===== config.mk =====
export PLATFORM = sky130hd
export DESIGN_NAME = lieat_exu_wbarb_flat
export DESIGN_NICKNAME = d
export VERILOG_FILES = /design/src/rtl/lieat_exu_wbarb_if.sv /design/src/rtl/lieat_exu_wbarb.sv /design/src/flat_wrapper.sv
export SDC_FILE = /design/constraint.sdc
export NUM_CORES = 1
export LEC_CHECK = 0
export ABC_AREA = 1
export BUFFER_PORTS_ARGS = -buffer_cell sky130_fd_sc_hd__buf_2
export CORE_AREA = 2 2 133 135
export DETAILED_ROUTE_END_ITERATION = 10
export DIE_AREA = 0 0 135 137
export PLACE_DENSITY = 0.69
export SETUP_SLACK_MARGIN = 0.4
export SYNTH_ARGS = -nofsm -noshare
export SYNTH_HDL_FRONTEND = slang
export SYNTH_SLANG_ARGS = --single-unit

===== constraint.sdc =====
create_clock -name clk -period 2.95 [get_ports clk]
set_clock_uncertainty 0.05 [all_clocks]
set_input_delay 0.1475 -clock clk [delete_from_list [all_inputs] [get_ports clk]]
set_output_delay 0.1475 -clock clk [all_outputs]
set_load 0.05 [all_outputs]

===== src/rtl/lieat_exu_wbarb_if.sv =====
// lieat_exu_wbarb_if -- writeback arbiter bus bundle.
// Carries the per-channel result buses (flattened, channel k at slice k),
// the registered writeback port, the long-result retire pulse and the
// forwarding lookup port.
//   slave  : arbiter view (consumes channel results, drives writeback)
//   master : environment view (drives channel results, consumes writeback)
interface lieat_exu_wbarb_if #(
  parameter int NCH        = 3,
  parameter int XLEN       = 32,
  parameter int RGIDX_SIZE = 5,
  parameter int CW         = (NCH > 1) ? $clog2(NCH) : 1
);
  logic [NCH-1:0]            ch_i_valid;
  logic [NCH-1:0]            ch_i_ready;
  logic [NCH*XLEN-1:0]       ch_i_pc;
  logic [NCH-1:0]            ch_i_en;
  logic [NCH*RGIDX_SIZE-1:0] ch_i_rd;
  logic [NCH*XLEN-1:0]       ch_i_data;
  logic [NCH-1:0]            ch_i_long;

  logic                      wbck_o_valid;
  logic                      wbck_o_ready;
  logic [XLEN-1:0]           wbck_o_pc;
  logic [XLEN-1:0]           wbck_o_data;
  logic [RGIDX_SIZE-1:0]     wbck_o_rd;
  logic                      wbck_o_en;
  logic [CW-1:0]             wbck_o_ch;

  logic                      longi_wbck;
  logic [CW-1:0]             longi_wbck_ch;

  logic [RGIDX_SIZE-1:0]     fwd_rs1;
  logic [RGIDX_SIZE-1:0]     fwd_rs2;
  logic                      fwd_rs1_hit;
  logic                      fwd_rs2_hit;
  logic [XLEN-1:0]           fwd_data;

  modport slave (
    input  ch_i_valid, ch_i_pc, ch_i_en, ch_i_rd, ch_i_data, ch_i_long,
    input  wbck_o_ready, fwd_rs1, fwd_rs2,
    output ch_i_ready, wbck_o_valid, wbck_o_pc, wbck_o_data, wbck_o_rd,
    output wbck_o_en, wbck_o_ch, longi_wbck, longi_wbck_ch,
    output fwd_rs1_hit, fwd_rs2_hit, fwd_data
  );

  modport master (
    output ch_i_valid, ch_i_pc, ch_i_en, ch_i_rd, ch_i_data, ch_i_long,
    output wbck_o_ready, fwd_rs1, fwd_rs2,
    input  ch_i_ready, wbck_o_valid, wbck_o_pc, wbck_o_data, wbck_o_rd,
    input  wbck_o_en, wbck_o_ch, longi_wbck, longi_wbck_ch,
    input  fwd_rs1_hit, fwd_rs2_hit, fwd_data
  );
endinterface


===== src/rtl/lieat_exu_wbarb.sv =====
// lieat_exu_wbarb -- execution-unit writeback arbiter.
// Picks one of NCH result channels per cycle (fixed priority or round-robin)
// into a single registered writeback slot, pulses longi_wbck when a
// long-latency result retires, and offers the slot contents for operand
// forwarding.
// Ports:
//   clk  : clock
//   rstn : asynchronous active-low reset
//   wb   : lieat_exu_wbarb_if.slave bundle (channel inputs, writeback,
//          long-result pulse, forwarding lookup)
module lieat_exu_wbarb #(
  parameter int NCH        = 3,
  parameter int XLEN       = 32,
  parameter int RGIDX_SIZE = 5,
  parameter int ARB_MODE   = 0
) (
  input  logic               clk,
  input  logic               rstn,
  lieat_exu_wbarb_if.slave   wb
);

  localparam int CW = (NCH > 1) ? $clog2(NCH) : 1;

  logic                  handshake_s;
  logic                  can_grant_s;
  logic                  found_s;
  logic                  grant_s;
  logic [NCH-1:0]        gnt_oh_s;
  logic [CW-1:0]         gnt_idx_s;
  logic [CW-1:0]         rr_ptr_r;
  logic                  long_r;
  logic [XLEN-1:0]       sel_pc_s;
  logic [XLEN-1:0]       sel_data_s;
  logic [RGIDX_SIZE-1:0] sel_rd_s;
  logic                  sel_en_s;
  logic                  sel_long_s;
  int                    idx_s;

  assign handshake_s = wb.wbck_o_valid & wb.wbck_o_ready;
  // The slot may accept a new result when empty or emptying this cycle.
  assign can_grant_s = ~wb.wbck_o_valid | wb.wbck_o_ready;

  // Arbitration: first valid channel starting at 0 (fixed) or at the RR pointer.
  always_comb begin
    found_s   = 1'b0;
    gnt_oh_s  = '0;
    gnt_idx_s = '0;
    idx_s     = 0;
    for (int i = 0; i < NCH; i++) begin
      if (ARB_MODE == 1) begin
        idx_s = (int'(rr_ptr_r) + i) % NCH;
      end else begin
        idx_s = i;
      end
      if (!found_s && wb.ch_i_valid[idx_s]) begin
        found_s         = 1'b1;
        gnt_idx_s       = CW'(idx_s);
        gnt_oh_s[idx_s] = 1'b1;
      end else begin
        found_s = found_s;
      end
    end
  end

  assign grant_s       = found_s & can_grant_s;
  assign wb.ch_i_ready = can_grant_s ? gnt_oh_s : {NCH{1'b0}};

  // One-hot mux of the granted channel's fields.
  always_comb begin
    sel_pc_s   = '0;
    sel_data_s = '0;
    sel_rd_s   = '0;
    sel_en_s   = 1'b0;
    sel_long_s = 1'b0;
    for (int k = 0; k < NCH; k++) begin
      if (gnt_oh_s[k]) begin
        sel_pc_s   = wb.ch_i_pc[k*XLEN +: XLEN];
        sel_data_s = wb.ch_i_data[k*XLEN +: XLEN];
        sel_rd_s   = wb.ch_i_rd[k*RGIDX_SIZE +: RGIDX_SIZE];
        sel_en_s   = wb.ch_i_en[k];
        sel_long_s = wb.ch_i_long[k];
      end else begin
        sel_en_s = sel_en_s;
      end
    end
  end

  // Writeback slot: load on grant, empty on a drain without refill.
  always_ff @(posedge clk or negedge rstn) begin
    if (!rstn) begin
      wb.wbck_o_valid <= 1'b0;
      wb.wbck_o_pc    <= '0;
      wb.wbck_o_data  <= '0;
      wb.wbck_o_rd    <= '0;
      wb.wbck_o_en    <= 1'b0;
      wb.wbck_o_ch    <= '0;
      long_r          <= 1'b0;
    end else if (grant_s) begin
      wb.wbck_o_valid <= 1'b1;
      wb.wbck_o_pc    <= sel_pc_s;
      wb.wbck_o_data  <= sel_data_s;
      wb.wbck_o_rd    <= sel_rd_s;
      wb.wbck_o_en    <= sel_en_s;
      wb.wbck_o_ch    <= gnt_idx_s;
      long_r          <= sel_long_s;
    end else if (handshake_s) begin
      wb.wbck_o_valid <= 1'b0;
    end else begin
      wb.wbck_o_valid <= wb.wbck_o_valid;
    end
  end

  // Round-robin pointer: moves just past the winner on every grant.
  always_ff @(posedge clk or negedge rstn) begin
    if (!rstn) begin
      rr_ptr_r <= '0;
    end else if (grant_s) begin
      if (gnt_idx_s == CW'(NCH - 1)) begin
        rr_ptr_r <= '0;
      end else begin
        rr_ptr_r <= gnt_idx_s + CW'(1);
      end
    end else begin
      rr_ptr_r <= rr_ptr_r;
    end
  end

  assign wb.longi_wbck    = handshake_s & long_r;
  assign wb.longi_wbck_ch = wb.wbck_o_ch;

  // x0 never forwards, even when written back with en=1.
  assign wb.fwd_rs1_hit = wb.wbck_o_valid & wb.wbck_o_en & (|wb.wbck_o_rd)
                        & (wb.wbck_o_rd == wb.fwd_rs1);
  assign wb.fwd_rs2_hit = wb.wbck_o_valid & wb.wbck_o_en & (|wb.wbck_o_rd)
                        & (wb.wbck_o_rd == wb.fwd_rs2);
  assign wb.fwd_data    = wb.wbck_o_data;

endmodule


===== src/flat_wrapper.sv =====
// flat-port wrapper written by rule: the top's interface ports become plain ports
module lieat_exu_wbarb_flat 
#(
  parameter int NCH        = 3,
  parameter int XLEN       = 32,
  parameter int RGIDX_SIZE = 5,
  parameter int ARB_MODE   = 0
)
  (clk, rstn, wb_ch_i_valid, wb_ch_i_pc, wb_ch_i_en, wb_ch_i_rd, wb_ch_i_data, wb_ch_i_long, wb_wbck_o_ready, wb_fwd_rs1, wb_fwd_rs2, wb_ch_i_ready, wb_wbck_o_valid, wb_wbck_o_pc, wb_wbck_o_data, wb_wbck_o_rd, wb_wbck_o_en, wb_wbck_o_ch, wb_longi_wbck, wb_longi_wbck_ch, wb_fwd_rs1_hit, wb_fwd_rs2_hit, wb_fwd_data);
  lieat_exu_wbarb_if #(.NCH(NCH), .XLEN(XLEN), .RGIDX_SIZE(RGIDX_SIZE), .CW(2)) wb_i ();
  input  logic clk;
  input  logic rstn;
  input wire logic [$bits(wb_i.ch_i_valid)-1:0] wb_ch_i_valid;
  input wire logic [$bits(wb_i.ch_i_pc)-1:0] wb_ch_i_pc;
  input wire logic [$bits(wb_i.ch_i_en)-1:0] wb_ch_i_en;
  input wire logic [$bits(wb_i.ch_i_rd)-1:0] wb_ch_i_rd;
  input wire logic [$bits(wb_i.ch_i_data)-1:0] wb_ch_i_data;
  input wire logic [$bits(wb_i.ch_i_long)-1:0] wb_ch_i_long;
  input wire logic [$bits(wb_i.wbck_o_ready)-1:0] wb_wbck_o_ready;
  input wire logic [$bits(wb_i.fwd_rs1)-1:0] wb_fwd_rs1;
  input wire logic [$bits(wb_i.fwd_rs2)-1:0] wb_fwd_rs2;
  output wire logic [$bits(wb_i.ch_i_ready)-1:0] wb_ch_i_ready;
  output wire logic [$bits(wb_i.wbck_o_valid)-1:0] wb_wbck_o_valid;
  output wire logic [$bits(wb_i.wbck_o_pc)-1:0] wb_wbck_o_pc;
  output wire logic [$bits(wb_i.wbck_o_data)-1:0] wb_wbck_o_data;
  output wire logic [$bits(wb_i.wbck_o_rd)-1:0] wb_wbck_o_rd;
  output wire logic [$bits(wb_i.wbck_o_en)-1:0] wb_wbck_o_en;
  output wire logic [$bits(wb_i.wbck_o_ch)-1:0] wb_wbck_o_ch;
  output wire logic [$bits(wb_i.longi_wbck)-1:0] wb_longi_wbck;
  output wire logic [$bits(wb_i.longi_wbck_ch)-1:0] wb_longi_wbck_ch;
  output wire logic [$bits(wb_i.fwd_rs1_hit)-1:0] wb_fwd_rs1_hit;
  output wire logic [$bits(wb_i.fwd_rs2_hit)-1:0] wb_fwd_rs2_hit;
  output wire logic [$bits(wb_i.fwd_data)-1:0] wb_fwd_data;
  assign wb_i.ch_i_valid = wb_ch_i_valid;
  assign wb_i.ch_i_pc = wb_ch_i_pc;
  assign wb_i.ch_i_en = wb_ch_i_en;
  assign wb_i.ch_i_rd = wb_ch_i_rd;
  assign wb_i.ch_i_data = wb_ch_i_data;
  assign wb_i.ch_i_long = wb_ch_i_long;
  assign wb_i.wbck_o_ready = wb_wbck_o_ready;
  assign wb_i.fwd_rs1 = wb_fwd_rs1;
  assign wb_i.fwd_rs2 = wb_fwd_rs2;
  assign wb_ch_i_ready = wb_i.ch_i_ready;
  assign wb_wbck_o_valid = wb_i.wbck_o_valid;
  assign wb_wbck_o_pc = wb_i.wbck_o_pc;
  assign wb_wbck_o_data = wb_i.wbck_o_data;
  assign wb_wbck_o_rd = wb_i.wbck_o_rd;
  assign wb_wbck_o_en = wb_i.wbck_o_en;
  assign wb_wbck_o_ch = wb_i.wbck_o_ch;
  assign wb_longi_wbck = wb_i.longi_wbck;
  assign wb_longi_wbck_ch = wb_i.longi_wbck_ch;
  assign wb_fwd_rs1_hit = wb_i.fwd_rs1_hit;
  assign wb_fwd_rs2_hit = wb_i.fwd_rs2_hit;
  assign wb_fwd_data = wb_i.fwd_data;
  lieat_exu_wbarb #(.NCH(NCH), .XLEN(XLEN), .RGIDX_SIZE(RGIDX_SIZE), .ARB_MODE(ARB_MODE)) u_core (.clk(clk), .rstn(rstn), .wb(wb_i));
endmodule

# Word-level counts from Yosys, hierarchy flattened

Cells that the tools add are included.

Register bits: 74
Bits of input ports: 229
Output and inout port bits: 113
Word-level logic and storage cells: 50

Equality and inequality tests: 2
Multiplexer cells: 26
Bitwise gates (word level): 9
Reduce and logical (&&, ||, !) cells: 6

Operators by type and width:

| kind                | count |
|---|---|
| 32-bit 2-to-1 mux   | 6 |
| 5-bit 2-to-1 mux    | 3 |
| 1-bit 2-to-1 mux    | 13 |
| 5-bit equality test | 2 |
| 1-bit AND           | 7 |
| 3-bit 2-to-1 mux    | 2 |
| 5-bit OR reduction  | 1 |
| 2-bit 2-to-1 mux    | 2 |
| 1-bit logical AND   | 2 |
| 1-bit zero test     | 2 |
| 2-bit nonzero test  | 1 |
| 1-bit NOT           | 1 |
| 1-bit bitwise OR    | 1 |

# Longest topological paths before layout

Gate-level depths: netlist of run 1.

Depth in word-level cells: 10
Gate-level depth with buffers: 7
Mapped depth without buffers: 6

# Worst setup path before layout of run 1

Ideal clock, no wire load.

Kind: reg-to-output
From: register u_core.wb.wbck_o_rd[3]
To: output port wb_fwd_rs1_hit
Data arrival time: 1.727 ns
Required time: 2.753 ns
Path slack: 1.026 ns
Cell stages (with the launch flop): 7
Path buffers: 0
Cells stage by stage: dfrtp_1 inv_1 nand2_1 nand2_1 nor2_1 nand3_1 nor2_1

Longest elaborated chain between the ends: 3
Elaborated cells between the ends (all ways): 4
Those cells by class: eq/ne (1); bitwise (2); reduce/logical (1)

Ends and longest elaborated chain:

| element                  | RTL line                 | RTL |
|---|---|---|
| start: declaration       | lieat_exu_wbarb_if.sv:41 | `output ch_i_ready, wbck_o_valid, wbck_o_pc, wbck_o_data, wbck_o_rd,` |
| start signal: assignment | lieat_exu_wbarb.sv:102   | `wb.wbck_o_rd <= sel_rd_s;` |
| 5-bit OR reduction       | lieat_exu_wbarb.sv:132   | `assign wb.fwd_rs1_hit = wb.wbck_o_valid & wb.wbck_o_en & (\|wb.wbck_o_rd)` |
| 1-bit AND                | lieat_exu_wbarb.sv:132   |  |
| 1-bit AND *              | lieat_exu_wbarb.sv:133   | `& (wb.wbck_o_rd == wb.fwd_rs1);` |
| end: declaration         | flat_wrapper.sv:31       | `output wire logic [$bits(wb_i.fwd_rs1_hit)-1:0] wb_fwd_rs1_hit;` |

Every way passes the cells marked *; elsewhere a longest branch is shown, timed or not.

# Final worst setup path of run 1

From: input port wb_wbck_o_ready
To: register u_core.wb.wbck_o_valid

Longest elaborated chain between the ends: 3
Elaborated cells between the ends (all ways): 5
Those cells by class: mux (1); bitwise (3); reduce/logical (1)

Ends and longest elaborated chain:

| element                                                       | RTL line                 | RTL |
|---|---|---|
| start: declaration                                            | flat_wrapper.sv:19       | `input wire logic [$bits(wb_i.wbck_o_ready)-1:0] wb_wbck_o_ready;` |
| 1-bit bitwise OR                                              | lieat_exu_wbarb.sv:41    | `assign can_grant_s = ~wb.wbck_o_valid \| wb.wbck_o_ready;` |
| 1-bit AND                                                     | lieat_exu_wbarb.sv:65    | `assign grant_s = found_s & can_grant_s;` |
| 1-bit 2-to-1 mux / 2-bit nonzero test (equally long branches) | n/a                      |  |
| end signal: assignment                                        | lieat_exu_wbarb.sv:109   | `wb.wbck_o_valid <= wb.wbck_o_valid;` |
| end: declaration                                              | lieat_exu_wbarb_if.sv:41 |  |

Parallel ways exist; a longest one is shown, timed or not.
A chain may end at the register's enable or synchronous reset.

==> results.ini, run 1 <==
[synthesis]
ys_warn_count = 0
netlist.area_leader.share_pct = 39.60
postSynthAreaPerCell_sq_um = 6.530
synth_top_area_cell = dfrtp_1
synth_area_sq_um = 4676
synth_simple_gate_area_share_pct = 46.88
synth_seq_cells = 74
synth_cell_types = 17
synthMuxAreaShare_pct = 0
synth_edf_count = 0
synthFlopType = dfrtp_1
yosysMostFrequentCell = nand2_1
yosys.area_share.xor_xnor_pct = 0.3746
syn_inst = 716
synth_adder_area_share_pct = 0
synth_compound_area_share_pct = 1.311
yosysSeqAreaShare_pct = 39.60
syn_nets = 945
synth_common_cells = nand2_1 (371), nand3_1 (145), dfrtp_1 (74), buf_4 (37), clkbuf_1 (21)
ys_async_sr_fraction_pct = 100.0
synth_top_family_by_area = simple AND/OR/NAND/NOR gates
ys_top_cells_by_area = dfrtp_1 (40%), nand2_1 (30%), nand3_1 (16%)

[routing]
vias = 5534
via_per_inst = 4.507
drtPass1Iterations = 4
postRouteAntennaNets = 0
wl_microns = 16200
avgRoutedWirePerCell_microns = 13.19
drc = 0
drtIter0Drc = 234

[finish]
layout.nets = 1227
multiInputGateArea_sq_um = 2271
diodes = 0
area.sequential_sq_um = 1852
drive_above_1_share_pct = 36.69
fillCellCount = 1792
syn_to_final_growth_pct = 42.57

[power_and_ir_drop]
vdd.ir_drop.worst_v = 0.0002441
pwr_density_cell_nw_per_um2 = 645.5
p_leak_uw = 0.003952

[sta]
rsz0062_at_grt = no
fin_setup_tns_ns = 0
fin_crit_ns = 1.872
hold_ws_ns = 0.06912
post-route-period-util_pct = 63.47
maxSlewViolCount = 0
tightest_slew_ns = 0.9501
max_freq_mhz = 534.1
finalSetupViolCount = 0
hold_violations = 0
slew_headroom_pct = 36.66

[min_path]
min_to = u_core.wb.wbck_o_pc[23]$_DFFE_PN0P_
hp-class = in -> reg
holdPathStages = 5
worstHoldStart = wb_ch_i_pc[23]

[die]
ioPinCount = 342
num_rows = 48
die-area_sq_um = 18500
core_sq_um = 17060
die_h_microns = 137
start_util_pct = 27.41
die_w_microns = 135

[critical_path]
critical_path.top_delay_family = buffers and inverters
r2r_cells = 6
critPathSlowestCell = dlygate4sd3_1
reg2reg_to = u_core.wb.wbck_o_valid$_DFFE_PN0P_
crit_type = in -> reg
slowest_delay_ns = 0.55
critPathBufInv = 4
rrSetupSlack_ns = 1.15
required_ns = 3.11
crit-reg2reg-launch = u_core.wb.wbck_o_valid$_DFFE_PN0P_
crit_path_end_kind = flop
path_cells = dlygate4sd3_1, buf_2, nor2_1, a21oi_4, inv_2, buf_12, o21ai_0
arrival_ns = 2.03
worst-path-max-fanout = 38
startpoint_type = primary input

[cts]
path_clk_slew_ns = 0.06
tritoncts = done
cts_root_buf = clkbuf_16
post_cts_buffers = 0
clockBufferDepth = 2
clk_latency_ns = 0.33
numClockSinks = 74
cts.htree.levels = 3
cts_hold_buf = 2
postCtsResizedCells = 0
cts_buffers = 9

[global_route]
grt_pass1_wl_microns = 24770
antenna_found_initial = 0
grt-ovfl-total = 0
grt_max_degree = 78
grt_pass1_vias = 5057
track_usage_pct = 17.06

[placed_design]
io_buffers = 341
gp_congestion = 0.8293
dp_hpwl_microns = 11930

[flow_run]
drv_cap = 0

[outcome]
status = complete, no violations

-- logic make-up after synthesis --
family,after synthesis
buffers and inverters,99
and+or+nand+nor,531
AOI/OAI and AO/OA,10
xor gates and xnor gates,2
DFF,74
-- worst reg2reg max path: cells and delay by family, from the launching register on --
kind | cells | cell delay (ns)
flops | 1 | 0.38
compound gates | 2 | 0.17
simple gates | 1 | 0.29
buf+inv | 3 | 0.78
-- metrics by stage --
stage / power (uW) / worst slack (ns) / area (sq um) / utilization, % / cells
floorplan: 2554 / 1.026 / 4676 / - / 716
global placement: 2969 / 1.123 / 6279 / 36.81 / 1210
detailed placement: 2979 / 1.062 / 6279 / 36.81 / 1210
CTS: 4364 / 1.011 / 6666 / 39.08 / 1228
global route: 4528 / 0.8625 / 6666 / 39.08 / 1228
finish: 4303 / 1.078 / 6666 / 39.08 / 1228
-- cell type report --
| cell class | instances | share of cell area [%] |
|---|---|---|
| clock inverter | 5 | 1.877 |
| sequential | 74 | 27.78 |
| inverter | 20 | 1.126 |
| timing repair buffer | 350 | 27.29 |
| clock buffer | 11 | 3.641 |
| tap | 225 | 4.223 |
| multi-input combinational | 543 | 34.07 |
-- per-layer routing --
layer / routed length, microns / vias up / GRT usage (%) / share of wire (%)
met5: 0 / - / 0 / 0
met1: 6616 / 2466 / 19.97 / 41
met3: 1112 / 29 / 3.370 / 6.9
met2: 8041 / 247 / 30.37 / 50
met4: 427 / 0 / 7.350 / 2.6
li1: - / 2792 / - / -
-- report_power, final --
group / leakage (uW) / switching (uW) / internal [uW]
logic: 0.00285 / 1260 / 409
registers: 0.000925 / 117 / 1170
clock network: 0.000180 / 420 / 934
total: 0.00395 / 1790 / 2510
-- how the worst max path moves through the flow --
stage                                         end                               start  slack, ns  cells past startpoint
3_3_place_gp   u_core.wb.wbck_o_valid$_DFFE_PN0P_  u_core.wb.wbck_o_valid$_DFFE_PN0P_       1.12                      6
4_1_cts        u_core.wb.wbck_o_valid$_DFFE_PN0P_                     wb_wbck_o_ready       1.01                      7
5_1_grt        u_core.wb.wbck_o_valid$_DFFE_PN0P_                     wb_wbck_o_ready       0.86                      7
6_report       u_core.wb.wbck_o_valid$_DFFE_PN0P_                     wb_wbck_o_ready       1.08                      7
3_5_place_dp   u_core.wb.wbck_o_valid$_DFFE_PN0P_  u_core.wb.wbck_o_valid$_DFFE_PN0P_       1.06                      6
2_1_floorplan                      wb_fwd_rs1_hit  u_core.wb.wbck_o_rd[3]$_DFFE_PN0P_       1.03                      6
-- sequential cells by signal, indices dropped and copies added, names as in the netlist --
signal,count
u_core.wb.longi_wbck_ch,2
u_core.long_r,1
u_core.wb.wbck_o_pc,32
u_core.wb.fwd_data,32
u_core.wb.wbck_o_valid,1
u_core.wb.wbck_o_en,1
u_core.wb.wbck_o_rd,5
-- placed cells by master (no fill, tap or decap) --
master,n
buf_12,3
clkinv_2,1
bufinv_16,4
dlygate4sd3_1,2
nor2_4,2
nand4_1,1
clkbuf_1,1
inv_1,18
nand2_1,371
buf_4,5
nand3_1,145
o21ai_0,3
xnor2_1,2
dfrtp_1,74
clkbuf_8,1
clkbuf_16,9
o21ai_1,6
nor2_1,12
a21oi_4,1
buf_2,340
inv_2,2
Note: power is estimated with default switching activity, not from simulation.
==> inputs of run 2 (changes only) <==
CORE_AREA = 2 2 134 136   (was 2 2 133 135)
DIE_AREA = 0 0 136 138   (was 0 0 135 137)
PLACE_DENSITY = 0.71   (was 0.69)
clock period = 1.6 ns   (was 2.95 ns; I/O delays follow)
==> run 2 against run 1 <==
  * Final cell count increased by 7.2%
  * Final area increased by 33%
  * Clock-buffer cell count increased by 1
  * Clock power increased by 48%
  * Die area increased by 1.5%
  * Combinational power increased to 2.6 times the previous value
  * Critical path depth increased by 3
  * Global-route usage increased by 3.9 points
  * Setup slack got worse by 1.0 ns
  * Flip-flop and latch count unchanged
  * Critical path type is now reg -> reg
  * Sequential power increased by 91%
==> results.ini, run 2 (synthesis results as in run 1) <==
[outcome]
status = complete, no violations  ; unchanged

[sta]
slew_headroom_pct = 65.41  ; was 36.66%
max_freq_mhz = 644.6
finalSetupViolCount = 0  ; unchanged
hold_ws_ns = 0.01836  ; was 0.06912 ns
fin_crit_ns = 1.551
tightest_slew_ns = 0.5189  ; was 0.9501 ns
rsz0062_at_grt = yes  ; was no
hold_violations = 0  ; unchanged
maxSlewViolCount = 0  ; unchanged
post-route-period-util_pct = 96.96

[cts]
numClockSinks = 74  ; unchanged
path_clk_slew_ns = 0.06  ; about the same
clk_latency_ns = 0.33  ; about the same
cts_root_buf = clkbuf_16  ; unchanged
clockBufferDepth = 2  ; unchanged
cts_buffers = 9  ; unchanged
cts.htree.levels = 3  ; unchanged
tritoncts = done  ; unchanged

[critical_path]
crit_path_end_kind = flop  ; unchanged
crit_type = reg -> reg  ; was in -> reg
worst-path-max-fanout = 5  ; was 38
required_ns = 1.77  ; was 3.11 ns
arrival_ns = 1.72  ; was 2.03 ns
startpoint_type = flop  ; was primary input

[power_and_ir_drop]
vdd.ir_drop.worst_v = 0.0004747  ; was 0.0002441 V
pwr_density_cell_nw_per_um2 = 982.7  ; was 645.5 nW/um^2
p_leak_uw = 0.004952  ; was 0.003952 uW

[die]
num_rows = 49  ; was 48
die_h_microns = 138  ; was 137 microns
ioPinCount = 342  ; unchanged
start_util_pct = 26.67  ; was 27.41%
die-area_sq_um = 18770  ; was 18500 sq um
core_sq_um = 17530  ; was 17060 sq um
die_w_microns = 136  ; was 135 microns

[global_route]
antenna_found_initial = 0  ; unchanged
grt-ovfl-total = 0  ; unchanged
grt_max_degree = 47  ; was 78
grt_pass1_wl_microns = 30540  ; was 24770 microns
grt_pass1_vias = 5864  ; was 5057
track_usage_pct = 20.93  ; was 17.06%

[finish]
syn_to_final_growth_pct = 89.97  ; was 42.57%
layout_commonest_cell = buf_2  ; was nand2_1
layout.nets = 1313  ; was 1227
diodes = 0  ; unchanged
final_cell_mix = buf_2 (322), nand2_1 (214), nand3_1 (145)  ; was nand2_1 (371), buf_2 (340), nand3_1 (145)
drive_above_1_share_pct = 55.79  ; was 36.69%
final_core_util_pct = 50.66  ; was 39.08%

[flow_run]
drv_cap = 0  ; unchanged

[placed_design]
io_buffers = 341  ; unchanged
dp_hpwl_microns = 12600  ; was 11930 microns
gp_congestion = 0.8043  ; was 0.8293

[min_path]
hp-class = in -> reg  ; unchanged

[routing]
vias = 6200  ; was 5534
drc = 0  ; unchanged
drtPass1Iterations = 5  ; was 4
avgRoutedWirePerCell_microns = 15.46  ; was 13.19 microns
via_per_inst = 4.708  ; was 4.507
drtIter0Drc = 318  ; was 234
postRouteAntennaNets = 0  ; unchanged
wl_microns = 20370  ; was 16200 microns

run 2: layout make-up:
cell class,count,area (sq um)
Sequential cell,74,1861
Timing Repair Buffer,435,3292
Tap cell,229,286.5
Timing Repair inverter,1,11.26
Fill cell,1653,8652
Clock inverter,3,40.04
Inverter,20,91.34
Clock buffer,12,246.5
Multi-Input combinational cell,543,3054
run 2: worst paths after layout:
path                                                    startpoint                                   to  slack (ns)  cells past startpoint
worst max register to register  u_core.wb.wbck_o_valid$_DFFE_PN0P_    u_core.wb.fwd_data[2]$_DFFE_PN0P_        0.05                     10
min in group asynchronous                                     rstn  u_core.wb.wbck_o_pc[27]$_DFFE_PN0P_        0.16                      2
worst max-delay path            u_core.wb.wbck_o_valid$_DFFE_PN0P_    u_core.wb.fwd_data[2]$_DFFE_PN0P_        0.05                     10
worst min-delay path                                wb_ch_i_pc[19]  u_core.wb.wbck_o_pc[19]$_DFFE_PN0P_        0.02                      5
max in group asynchronous                                     rstn   u_core.wb.fwd_data[29]$_DFFE_PN0P_        0.79                      3
worst min register to register  u_core.wb.wbck_o_pc[3]$_DFFE_PN0P_   u_core.wb.wbck_o_pc[3]$_DFFE_PN0P_        0.43                      2
run 2: repair_timing:
| item | in CTS | in global routing |
|---|---|---|
| hold buffers | 31 | 0 |
| pin swaps | 72 | 90 |
| setup buffers | 25 | 5 |
| gates resized for setup | 160 | 170 |
| cloned | 19 | 0 |
| hold endpoints to repair | 80 | 0 |
| setup endpoints to repair | 80 | 87 |
run 2: critical path, stage by stage, from the launching register on:
cell and delay (ns):
dfrtp_2 0.42, inv_2 0.08, nor2_4 0.05, a21oi_4 0.16, buf_12 0.16, inv_16 0.04
buf_12 0.12, buf_12 0.12, buf_16 0.14, nand2_4 0.05, nand2_2 0.04
run 2: routing by layer:
layer | part of all wire (%) | wire [microns] | global-route usage, % | vias up
li1 | - | - | - | 2973
met1 | 43 | 8749 | 27.24 | 2924
met2 | 49 | 10080 | 34.73 | 274
met3 | 5.2 | 1060 | 2.970 | 29
met4 | 2.4 | 481 | 8.498 | 0
met5 | 0 | 0 | 0 | -
run 2: power by group:
part / switching [uW] / internal, uW / total, uW
combinational: 2790 / 1500 / 4290
sequential: 278 / 2160 / 2440
clock: 766 / 1240 / 2000
total: 3830 / 4890 / 8730
run 2: through the flow:
stage / setup WS (ns) / TNS, ns / cell area, sq um / power (uW) / instances
finish: 0.04863 / 0 / 8882 / 8729 / 1317
global route: -0.02020 / -0.06182 / 8882 / 9131 / 1317
CTS: 0.02998 / 0 / 8219 / 8422 / 1312
detailed placement: 0.1046 / 0 / 6422 / 5563 / 1222
global placement: 0.1230 / 0 / 6422 / 5535 / 1222
floorplan: 0.2215 / 0 / 4735 / 4744 / 716
==> inputs of run 3 (changes only) <==
RECOVER_POWER = 50   (was unset)
==> run 3 against run 2 <==
  * Register-to-register slack barely moved
  * Sequential power about the same
  * Sequential share of layout area up 0.20 points
  * Final cell count is the same
  * Largest cell class unchanged
==> results.ini, run 3 (synthesis results as in run 1) <==
[outcome]
status = complete, no violations  ; unchanged

[finish]
syn_to_final_growth_pct = 88.20  ; was 89.97%
drive_above_1_share_pct = 51.01  ; was 55.79%
layout.nets = 1313  ; unchanged
fillCellCount = 1684  ; was 1653
layout_commonest_cell = buf_2  ; unchanged
diodes = 0  ; unchanged
final_cell_mix = buf_2 (270), nand2_1 (214), nand3_1 (145)  ; was buf_2 (322), nand2_1 (214), nand3_1 (145)

[flow_run]
drv_cap = 0  ; unchanged

[cts]
cts_buffers = 9  ; unchanged
clockBufferDepth = 2  ; unchanged
tritoncts = done  ; unchanged
cts_root_buf = clkbuf_16  ; unchanged
cts.htree.levels = 3  ; unchanged
clk_latency_ns = 0.33  ; about the same
numClockSinks = 74  ; unchanged
path_clk_slew_ns = 0.05  ; was 0.06 ns

[sta]
max_freq_mhz = 644.6  ; about the same
fin_ws_ns = 0.04856  ; was 0.04863 ns
tightest_slew_ns = 0.7496  ; was 0.5189 ns
fin_crit_ns = 1.551  ; about the same
fin_setup_tns_ns = 0  ; unchanged
post-route-period-util_pct = 96.96  ; about the same
hold_violations = 0  ; unchanged
rsz0062_at_grt = yes  ; unchanged
finalSetupViolCount = 0  ; unchanged
slew_headroom_pct = 50.03  ; was 65.41%
maxSlewViolCount = 0  ; unchanged

[min_path]
hp-class = in -> reg  ; unchanged
holdPathStages = 5  ; unchanged

[global_route]
antenna_found_initial = 0  ; unchanged
grt_pass1_wl_microns = 30540  ; unchanged
grt-ovfl-total = 0  ; unchanged
grt_pass1_vias = 5864  ; unchanged
track_usage_pct = 20.93  ; unchanged
grt_max_degree = 47  ; unchanged

[die]
core_sq_um = 17530  ; unchanged
die_h_microns = 138  ; unchanged
num_rows = 49  ; unchanged
die-area_sq_um = 18770  ; unchanged
start_util_pct = 26.67  ; unchanged
ioPinCount = 342  ; unchanged
die_w_microns = 136  ; unchanged

[critical_path]
worst-path-max-fanout = 5  ; unchanged
crit_path_end_kind = flop  ; unchanged
startpoint_type = flop  ; unchanged
arrival_ns = 1.72  ; about the same
r2r_cells = 10  ; unchanged
required_ns = 1.77  ; about the same
crit_type = reg -> reg  ; unchanged

[routing]
drtPass1Iterations = 5  ; unchanged
drtIter0Drc = 318  ; unchanged
via_per_inst = 4.702  ; was 4.708
drc = 0  ; unchanged
wl_microns = 20310  ; was 20370 microns
postRouteAntennaNets = 0  ; unchanged
avgRoutedWirePerCell_microns = 15.42  ; was 15.46 microns
vias = 6193  ; was 6200

[power_and_ir_drop]
intPower_uw = 4832  ; was 4895 uW
power.share.combinational_pct = 48.7  ; was 49.1%
p_leak_uw = 0.004773  ; was 0.004952 uW
switchingPower_uw = 3840  ; was 3834 uW
pwr_density_cell_nw_per_um2 = 985.4  ; was 982.7 nW/um^2
vdd.ir_drop.worst_v = 0.0004750  ; was 0.0004747 V
seqPwrFrac_pct = 28.2  ; was 27.9%
switching_share_pct = 44.28  ; was 43.92%
p_clk_share_pct = 23.1  ; was 22.9%

[placed_design]
dp_slack_ns = 0.1046  ; unchanged
dp_hpwl_microns = 12600  ; unchanged
gp_congestion = 0.8043  ; unchanged
io_buffers = 341  ; unchanged

run 3: cell count changes in the layout (fill, tap and decap cells not counted), sizes merged:
| cell | delta |
|---|---|
| buf | -54 |
| clkbuf | +54 |
run 3: power groups by stage:
stage | Sequential [uW] | Clock, uW | Combinational (uW)
detailed placement | 2400 | 0 | 3160
floorplan | 3350 | 0 | 1390
global placement | 2400 | 0 | 3130
finish | 2440 | 2010 | 4220
CTS | 2410 | 2060 | 3950
global route | 2480 | 2140 | 4450
run 3: path summary, 6_finish.rpt:
| check | from | end | slack [ns] |
|---|---|---|---|
| max | u_core.wb.wbck_o_valid$_DFFE_PN0P_ | u_core.wb.fwd_data[2]$_DFFE_PN0P_ | 0.05 |
| min | wb_ch_i_pc[19] | u_core.wb.wbck_o_pc[19]$_DFFE_PN0P_ | 0.02 |
| max reg2reg | u_core.wb.wbck_o_valid$_DFFE_PN0P_ | u_core.wb.fwd_data[2]$_DFFE_PN0P_ | 0.05 |
| min reg2reg | u_core.wb.wbck_o_pc[3]$_DFFE_PN0P_ | u_core.wb.wbck_o_pc[3]$_DFFE_PN0P_ | 0.43 |
| max in group asynchronous | rstn | u_core.wb.wbck_o_en$_DFFE_PN0P_ | 0.24 |
| min in group asynchronous | rstn | u_core.wb.wbck_o_pc[27]$_DFFE_PN0P_ | 0.28 |
run 3: metrics by stage:
step	instance area, sq um	cells	power (uW)	util, %	hold slack [ns]
6_report	8800	1317	8672	50.19	0.01807
3_3_place_gp	6422	1222	5535	36.63	-0.01527
4_1_cts	8219	1312	8422	46.87	0.0001225
5_1_grt	8800	1317	9072	50.19	0.02819
3_5_place_dp	6422	1222	5563	36.63	-0.01562
2_1_floorplan	4735	716	4744	-	-0.2656
run 3: critical path: stages, from the launching register on:
cell and delay (ns):
dfrtp_2 0.42, inv_2 0.08, nor2_4 0.05, a21oi_4 0.16
buf_12 0.16, inv_16 0.04, buf_12 0.12, buf_12 0.12
buf_16 0.14, nand2_4 0.05, nand2_2 0.04
run 3: metal layers:
metal	wire length, microns	up-vias	GRT usage [%]
met5	0	-	0
met4	482	0	8.498
met3	1140	31	2.970
met2	9987	281	34.73
met1	8700	2901	27.24
li1	-	2980	-
run 3: repair_timing:
action	in CTS	in global routing
hold buffers	31	0
pin swaps	72	90
resized for setup	160	170
endpoints found under the setup margin	80	87
buffers inserted	25	5
cloned	19	0
hold endpoints to repair	80	0
run 3: layout make-up:
class / count / area [sq um] / area share (%)
multi-input combinational: 543 / 3054 / 34.71
inverter: 20 / 91.34 / 1.038
sequential: 74 / 1861 / 21.14
timing repair buffer: 435 / 3209 / 36.47
clock buffer: 12 / 246.5 / 2.801
clock inverter: 3 / 40.04 / 0.4550
timing repair inverter: 1 / 11.26 / 0.1280
tap: 229 / 286.5 / 3.256
